`src/rtl/input_conditioner.sv`:
```
// Input conditioner: synchronizes a noisy asynchronous input, debounces it with a
// consecutive-sample FSM and emits a single-cycle pulse on the selected debounced edge.
module input_conditioner #(
  parameter int SYNC_STAGES     = 2,
  parameter int DEBOUNCE_CYCLES = 4,
  parameter int EDGE_SEL        = 0,
  parameter int CNT_W           = 8
) (
  input  logic             clk,
  input  logic             rst,
  input  logic             raw_in,
  input  logic             enable,
  output logic             a,
  output logic             level,
  output logic             busy,
  output logic [CNT_W-1:0] pulse_cnt
);

  localparam int               DB_W     = (DEBOUNCE_CYCLES > 1) ? $clog2(DEBOUNCE_CYCLES) : 1;
  localparam logic [DB_W-1:0]  CNT_LAST = DB_W'(DEBOUNCE_CYCLES - 1);
  localparam logic             RISE_EN  = (EDGE_SEL != 1);
  localparam logic             FALL_EN  = (EDGE_SEL != 0);
  localparam logic [CNT_W-1:0] CNT_MAX  = '1;

  typedef enum logic [1:0] {
    IDLE_LOW     = 2'd0,
    CONFIRM_HIGH = 2'd1,
    IDLE_HIGH    = 2'd2,
    CONFIRM_LOW  = 2'd3
  } state_t;

  function automatic logic [CNT_W-1:0] sat_inc(input logic [CNT_W-1:0] v);
    return (v == CNT_MAX) ? v : v + CNT_W'(1);
  endfunction

  // Stage 1: synchronizer chain; only sync_bit is seen by the rest of the block
  logic [SYNC_STAGES-1:0] sync_q;
  logic                   sync_bit;

  always_ff @(posedge clk or posedge rst) begin
    if (rst) begin
      sync_q <= '0;
    end else begin
      sync_q <= {sync_q[SYNC_STAGES-2:0], raw_in};
    end
  end

  assign sync_bit = sync_q[SYNC_STAGES-1];

  // Stage 2: debounce FSM, counts consecutive samples differing from the stable level
  state_t            state_q, state_d;
  logic [DB_W-1:0]   cnt_q, cnt_d;
  logic              level_q, level_d;
  logic              busy_q, busy_d;
  logic              rise_d, fall_d;

  always_comb begin
    state_d = state_q;
    cnt_d   = cnt_q;
    level_d = level_q;
    rise_d  = 1'b0;
    fall_d  = 1'b0;
    case (state_q)
      IDLE_LOW: begin
        if (sync_bit) begin
          if (DEBOUNCE_CYCLES == 1) begin
            state_d = IDLE_HIGH;
            level_d = 1'b1;
            rise_d  = 1'b1;
            cnt_d   = '0;
          end else begin
            state_d = CONFIRM_HIGH;
            cnt_d   = DB_W'(1);
          end
        end
      end
      CONFIRM_HIGH: begin
        if (!sync_bit) begin
          state_d = IDLE_LOW;
          cnt_d   = '0;
        end else if (cnt_q == CNT_LAST) begin
          state_d = IDLE_HIGH;
          level_d = 1'b1;
          rise_d  = 1'b1;
          cnt_d   = '0;
        end else begin
          cnt_d = cnt_q + DB_W'(1);
        end
      end
      IDLE_HIGH: begin
        if (!sync_bit) begin
          if (DEBOUNCE_CYCLES == 1) begin
            state_d = IDLE_LOW;
            level_d = 1'b0;
            fall_d  = 1'b1;
            cnt_d   = '0;
          end else begin
            state_d = CONFIRM_LOW;
            cnt_d   = DB_W'(1);
          end
        end
      end
      CONFIRM_LOW: begin
        if (sync_bit) begin
          state_d = IDLE_HIGH;
          cnt_d   = '0;
        end else if (cnt_q == CNT_LAST) begin
          state_d = IDLE_LOW;
          level_d = 1'b0;
          fall_d  = 1'b1;
          cnt_d   = '0;
        end else begin
          cnt_d = cnt_q + DB_W'(1);
        end
      end
      default: begin
        state_d = IDLE_LOW;
        cnt_d   = '0;
        level_d = 1'b0;
      end
    endcase
  end

  assign busy_d = (state_d == CONFIRM_HIGH) || (state_d == CONFIRM_LOW);

  // Stage 3: edge select, enable mask and saturating pulse counter
  logic             a_q, a_d;
  logic [CNT_W-1:0] pulse_cnt_q, pulse_cnt_d;

  assign a_d         = enable && ((rise_d && RISE_EN) || (fall_d && FALL_EN));
  assign pulse_cnt_d = a_d ? sat_inc(pulse_cnt_q) : pulse_cnt_q;

  always_ff @(posedge clk or posedge rst) begin
    if (rst) begin
      state_q     <= IDLE_LOW;
      cnt_q       <= '0;
      level_q     <= 1'b0;
      busy_q      <= 1'b0;
      a_q         <= 1'b0;
      pulse_cnt_q <= '0;
    end else begin
      state_q     <= state_d;
      cnt_q       <= cnt_d;
      level_q     <= level_d;
      busy_q      <= busy_d;
      a_q         <= a_d;
      pulse_cnt_q <= pulse_cnt_d;
    end
  end

  assign a         = a_q;
  assign level     = level_q;
  assign busy      = busy_q;
  assign pulse_cnt = pulse_cnt_q;

endmodule

```
`config.mk`:
```
export PLATFORM = sky130hd
export DESIGN_NAME = input_conditioner
export DESIGN_NICKNAME = d
export VERILOG_FILES = /design/src/rtl/input_conditioner.sv
export SDC_FILE = /design/constraint.sdc
export NUM_CORES = 1
export LEC_CHECK = 0
export BUFFER_PORTS_ARGS = -buffer_cell sky130_fd_sc_hd__buf_4
export CORE_MARGIN = 3
export CORE_UTILIZATION = 25
export DETAILED_ROUTE_END_ITERATION = 6
export SLEW_MARGIN = 15
export SYNTH_ARGS = -nofsm -noshare
export SYNTH_HDL_FRONTEND = slang
export SYNTH_SLANG_ARGS = --single-unit
```
`constraint.sdc`:
```
create_clock -name clk -period 1.74 [get_ports clk]
set_clock_uncertainty 0.2 [all_clocks]
set_input_delay 0 -clock clk [delete_from_list [all_inputs] [get_ports clk]]
set_output_delay 0 -clock clk [all_outputs]
set_load 0.005 [all_outputs]
```
# Yosys cells after proc, flatten, opt, wreduce, memory -nomap -nowiden
# Index checks and enable logic that the tools add are counted.
[classes]
add_sub_neg = 2
eq_ne = 13
n_mux = 21
n_bitwise = 1
n_reduce_logical = 7
[ops]
columns = ["op", "count"]
rows = [
  ["$mux 2", 11],
  ["$pmux 2 s4", 2],
  ["$ne 2x2->1 const B", 6],
  ["$add 8x1->8 const B", 1],
  ["$eq 2x2->1 const B", 4],
  ["$eq 8x8->1 const B", 1],
  ["$mux 1", 7],
  ["$reduce_and 5->1", 1],
  ["$eq 2x1->1 const B", 2],
  ["$reduce_and 2->1", 2],
  ["$add 2x1->2 const B", 1],
  ["$logic_not 2->1", 1],
  ["$pmux 1 s2", 1],
  ["$reduce_bool 2->1", 1],
  ["$logic_and 1x1->1", 1],
  ["$logic_or 1x1->1", 1],
  ["$not 1->1", 1],
]
[totals]
regBits = 17
out_inout_bits = 11
wordCells = 51

# Logic depth before layout (Yosys ltp)
[depth]
word_depth = 6
ltp_mapped = 6
depth_no_buf = 6

# Least setup slack after synthesis
# OpenSTA, ideal clock, no wires.
[synth_timing]
path_kind = "flip-flop to flip-flop"
startpoint = "register pulse_cnt_q[0] (netlist: pulse_cnt[0])"
endpoint = "register pulse_cnt_q[1] (netlist: pulse_cnt[1])"
t_arrival_ns = 1.413
required_time_ns = 1.415
setup_slack_ns = 0.002
path_stages_with_launch = 5
cell_sequence = "dfrtp_1 > ha_1 > and3_1 > a211o_1 > mux2_2"
[synth_via]
elab_chain_len = 3
elab_cells_between_ends = 4
cone_classes = "add/sub: 1; eq/ne: 1; bitwise: 1; reduce/logical: 1"
[synth_rtl]
columns = ["item", "line", "text"]
rows = [
  ["from (decl)", "128", "logic [CNT_W-1:0] pulse_cnt_q, pulse_cnt_d;"],
  ["from (signal assigned)", "147", "pulse_cnt_q <= pulse_cnt_d;"],
  ["branches (longest 3 deep; another with $add 8x1->8)", "n/a", ""],
]
# Several ways; the timed one is not identified.
# A chain may end at the register's enable or synchronous reset.

# Final worst setup path
[layout_timing]
startpoint = "register cnt_q[0]"
endpoint = "register pulse_cnt_q[7] (netlist: pulse_cnt[7])"
[layout_via]
elab_chain_len = 6
[layout_rtl]
columns = ["item", "line", "text"]
rows = [
  ["from (decl)", "52", "logic [DB_W-1:0] cnt_q, cnt_d;"],
  ["from (signal assigned)", "143", "cnt_q <= cnt_d;"],
  ["$eq 2x2->1", "81", "end else if (cnt_q == CNT_LAST) begin"],
  ["$mux 1", "81", ""],
  ["$mux 1", "78", "if (!sync_bit) begin"],
  ["$mux 1", "63", "case (state_q)"],
  ["$logic_and 1x1->1", "130", "assign a_d = enable && ((rise_d && RISE_EN) || (fall_d && FALL_EN));"],
  ["$reduce_and 2->1 (no line)", "n/a", ""],
]
# Every way passes these cells.

==> summary.md <==
| Metric | Value |
|---|---|
| Crit Path Class | flip-flop to flip-flop |
| Initial Util | 0.269 |
| Iter 0 DRT Violations | 9 |
| Clock root buffer | clkbuf_4 |
| Status | finished clean |
| Synth Register Bits | 17 |
| Yosys warns | 0 |
| Crit end category | flip-flop |
| Port Buf Inserts | 14 |
| Core Util, Final | 0.371 |
| Die Ht | approximately 60 µm |
| Initial antenna violation count | 0 |
| Largest fanout on the critical path | 2 |
| First-pass GRT wire length | 2500 µm |
| Vias in the first global route | around 550 |
| Max-Slew Margin vs Limit | 0.567 |
| P_leak | between 0.5 and 0.6 nW |
| Pwr Density | about 1000 mW/mm² |
| Clk buf depth | 2 |
| Ports | 15 |
| WL per Instance | between 10 and 15 µm |
| Hold Slack | ~0.083 ns |
| Post-synthesis cell type count | 26 |
| Syn Nets | 74 |
| Seq/Total Area, Yosys | 0.564 |
| N_diodes | 0 |
| Most frequent cells in the layout | 26 x buf_4, 17 x dfrtp_1, 5 x a21oi_1 |
| Maximum number of pins on one net before global-route repair | 18 |
| Htree depth | 1 |
| Routed wire length | 1550 µm |
| # setup viols final | 0 |
| CTS tree | built |
| First-pass DRT Iterations | 3 |
| Layout area overhead | 37.8% |
| DRC viols | 0 |
| Final Hold Violating Endpoints | 0 |
| Sink Count | 17 |
| Cells after synthesis | 67 |
| Most common cell after layout, fill and taps aside | buf_4 |
| Setup_tns | 0 ns |
| WP data required | ~1.7 ns |
| Syn_area_per_cell | ~11 µm² |
| Total GRT Usage | 0.0934 |
| GRT Residual Overflow | 0 |
| Hold crit path type | input port to flip-flop |
| # rows | 19 |
| Fin crit share | 1.00 |
| Final net count | roughly 110 |
| Mapped Area | around 750 µm² |
| GPL Wtd Cong | between 0.7 and 0.8 |
| Total power | between 1 and 1.5 mW |
| Max_cap viols | 0 |
| Antenna Nets Post-Route | 0 |
| Crit path launch type | flip-flop |
| Setup ws final | 0.000198 ns |
| Total CTS buffers | 3 |
| Clock Pin Slew Worst Setup and Hold Paths | approximately 0.09 ns |
| Fin crit period | roughly 1.7 ns |
| Fillcell total | 283 |
| Via count | around 600 |
| Placement Setup Slack | -0.0211 ns |
| Die X | 60.9 µm |
| Max-slew violations | 0 |
| Crit path DAT | about 1.7 ns |
| Vias per inst | around 4.6 |
| RSZ-0062 raised after global routing | true |
| Fraction of layout cells with a size suffix above 1 | 0.367 |
| Worst-margin pin slew | between 0.6 and 0.7 ns |
| DP HPWL | about 1100 µm |
| Max VDD drop | 0.000726 V |
| DIE AREA | about 0.0037 mm² |
| Core area | 0.00281 mm² |
| Fmax | 575 MHz |
| Clock Latency Late Sink | 0.28 ns |
[final cells by class]
cell class | instances | area [µm²] | area share
repair buffers | 28 | 215 | 0.207
well taps | 31 | 38.8 | 0.0373
flip-flops and latches | 17 | 425 | 0.409
inverters | 4 | 17.5 | 0.0168
clock buffers | 4 | 26.3 | 0.0253
multi-input cells | 45 | 317 | 0.304
[worst max-delay path, cell delays in order (launching register included)]
cell and delay (ns):
dfrtp_1 0.36, ha_2 0.18, nand4_1 0.10, or2_1 0.26
nor3_2 0.20, mux2_1 0.33
[report_power, final]
group	switching, mW	leakage, nW	internal, mW
sequential	0.0343	0.213	0.459
clock	0.119	0.0150	0.0890
combinational	0.152	0.275	0.189
[cells by family (layout without fill, tap and decap cells)]
| logic type | after synthesis | count (layout) | share of synthesized area |
|---|---|---|---|
| muxes | 3 | 3 | 0.0431 |
| AOI/OAI and AO/OA | 12 | 12 | 0.0912 |
| adders and majority gates | 3 | 3 | 0.0498 |
| DFF | 17 | 17 | 0.564 |
| and+or+nand+nor | 22 | 22 | 0.164 |
| buffers and inverters | 5 | 36 | 0.0298 |
| xor gates and xnor gates | 5 | 5 | 0.0581 |
[registers in the layout, indices dropped and copies added (netlist names)]
signal and cells:
pulse_cnt 8, cnt_q 2, state_q 2, sync_q 2
a 1, busy 1, level 1
[final timing paths]
path                                 to  slack [ns]  startpoint  cells past startpoint
max                        pulse_cnt[7]      0.0002    cnt_q[0]                      5
min                                   a        0.08      enable                      5
max reg2reg                pulse_cnt[7]      0.0002    cnt_q[0]                      5
min reg2reg                   sync_q[1]        0.16   sync_q[0]                      0
max in group asynchronous     sync_q[0]        0.77         rst                      3
min in group asynchronous         level        0.15         rst                      3
[what timing repair did]
action                                 4_1_cts  5_1_grt
cloned                                       0        0
buffers inserted                             1        1
setup endpoints to repair                    1        6
hold buffers                                 2        0
pin swaps                                    2        4
gates resized for setup                      1        3
endpoints found under the hold margin       18        0
[through the flow]
step | cell area [µm²] | instances
2_1_floorplan | 754 | 67
6_report | 1040 | 129
3_5_place_dp | 966 | 121
3_3_place_gp | 966 | 121
4_1_cts | 1020 | 128
5_1_grt | 1040 | 129
[metal layers]
metal	wire length, µm	up-vias	track usage	part of all wire
li1	-	298	-	-
met1	705	274	0.123	0.45
met2	722	16	0.136	0.46
met3	113	2	0.0447	0.073
met4	13	0	0.0279	0.0084
met5	0	-	0	0
[Yosys cell counts]
cell type   n  area (µm²)
dfrtp_1    17         425
a21oi_1     5        25.0
nand2_1     4        15.0
nand4_1     4        25.0
ha_1        3        37.5
inv_1       3        11.3
nand3_1     3        15.0
nor2_1      3        11.3
o21ai_0     3        15.0
xnor2_1     3        26.3
a31oi_1     2        12.5
and2_1      2        12.5
xor2_1      2        17.5
a211o_1     1        8.76
a21boi_0    1        7.51
and3_1      1        6.26
and4_4      1        11.3
buf_4       1        7.51
inv_2       1        3.75
mux2_1      1        11.3
mux2_2      1        11.3
mux2i_1     1        10.0
nand2b_1    1        6.26
nor3_1      1        5.00
nor3_2      1        10.0
or2_1       1        6.26
Power figures use the tool's default switching activity.
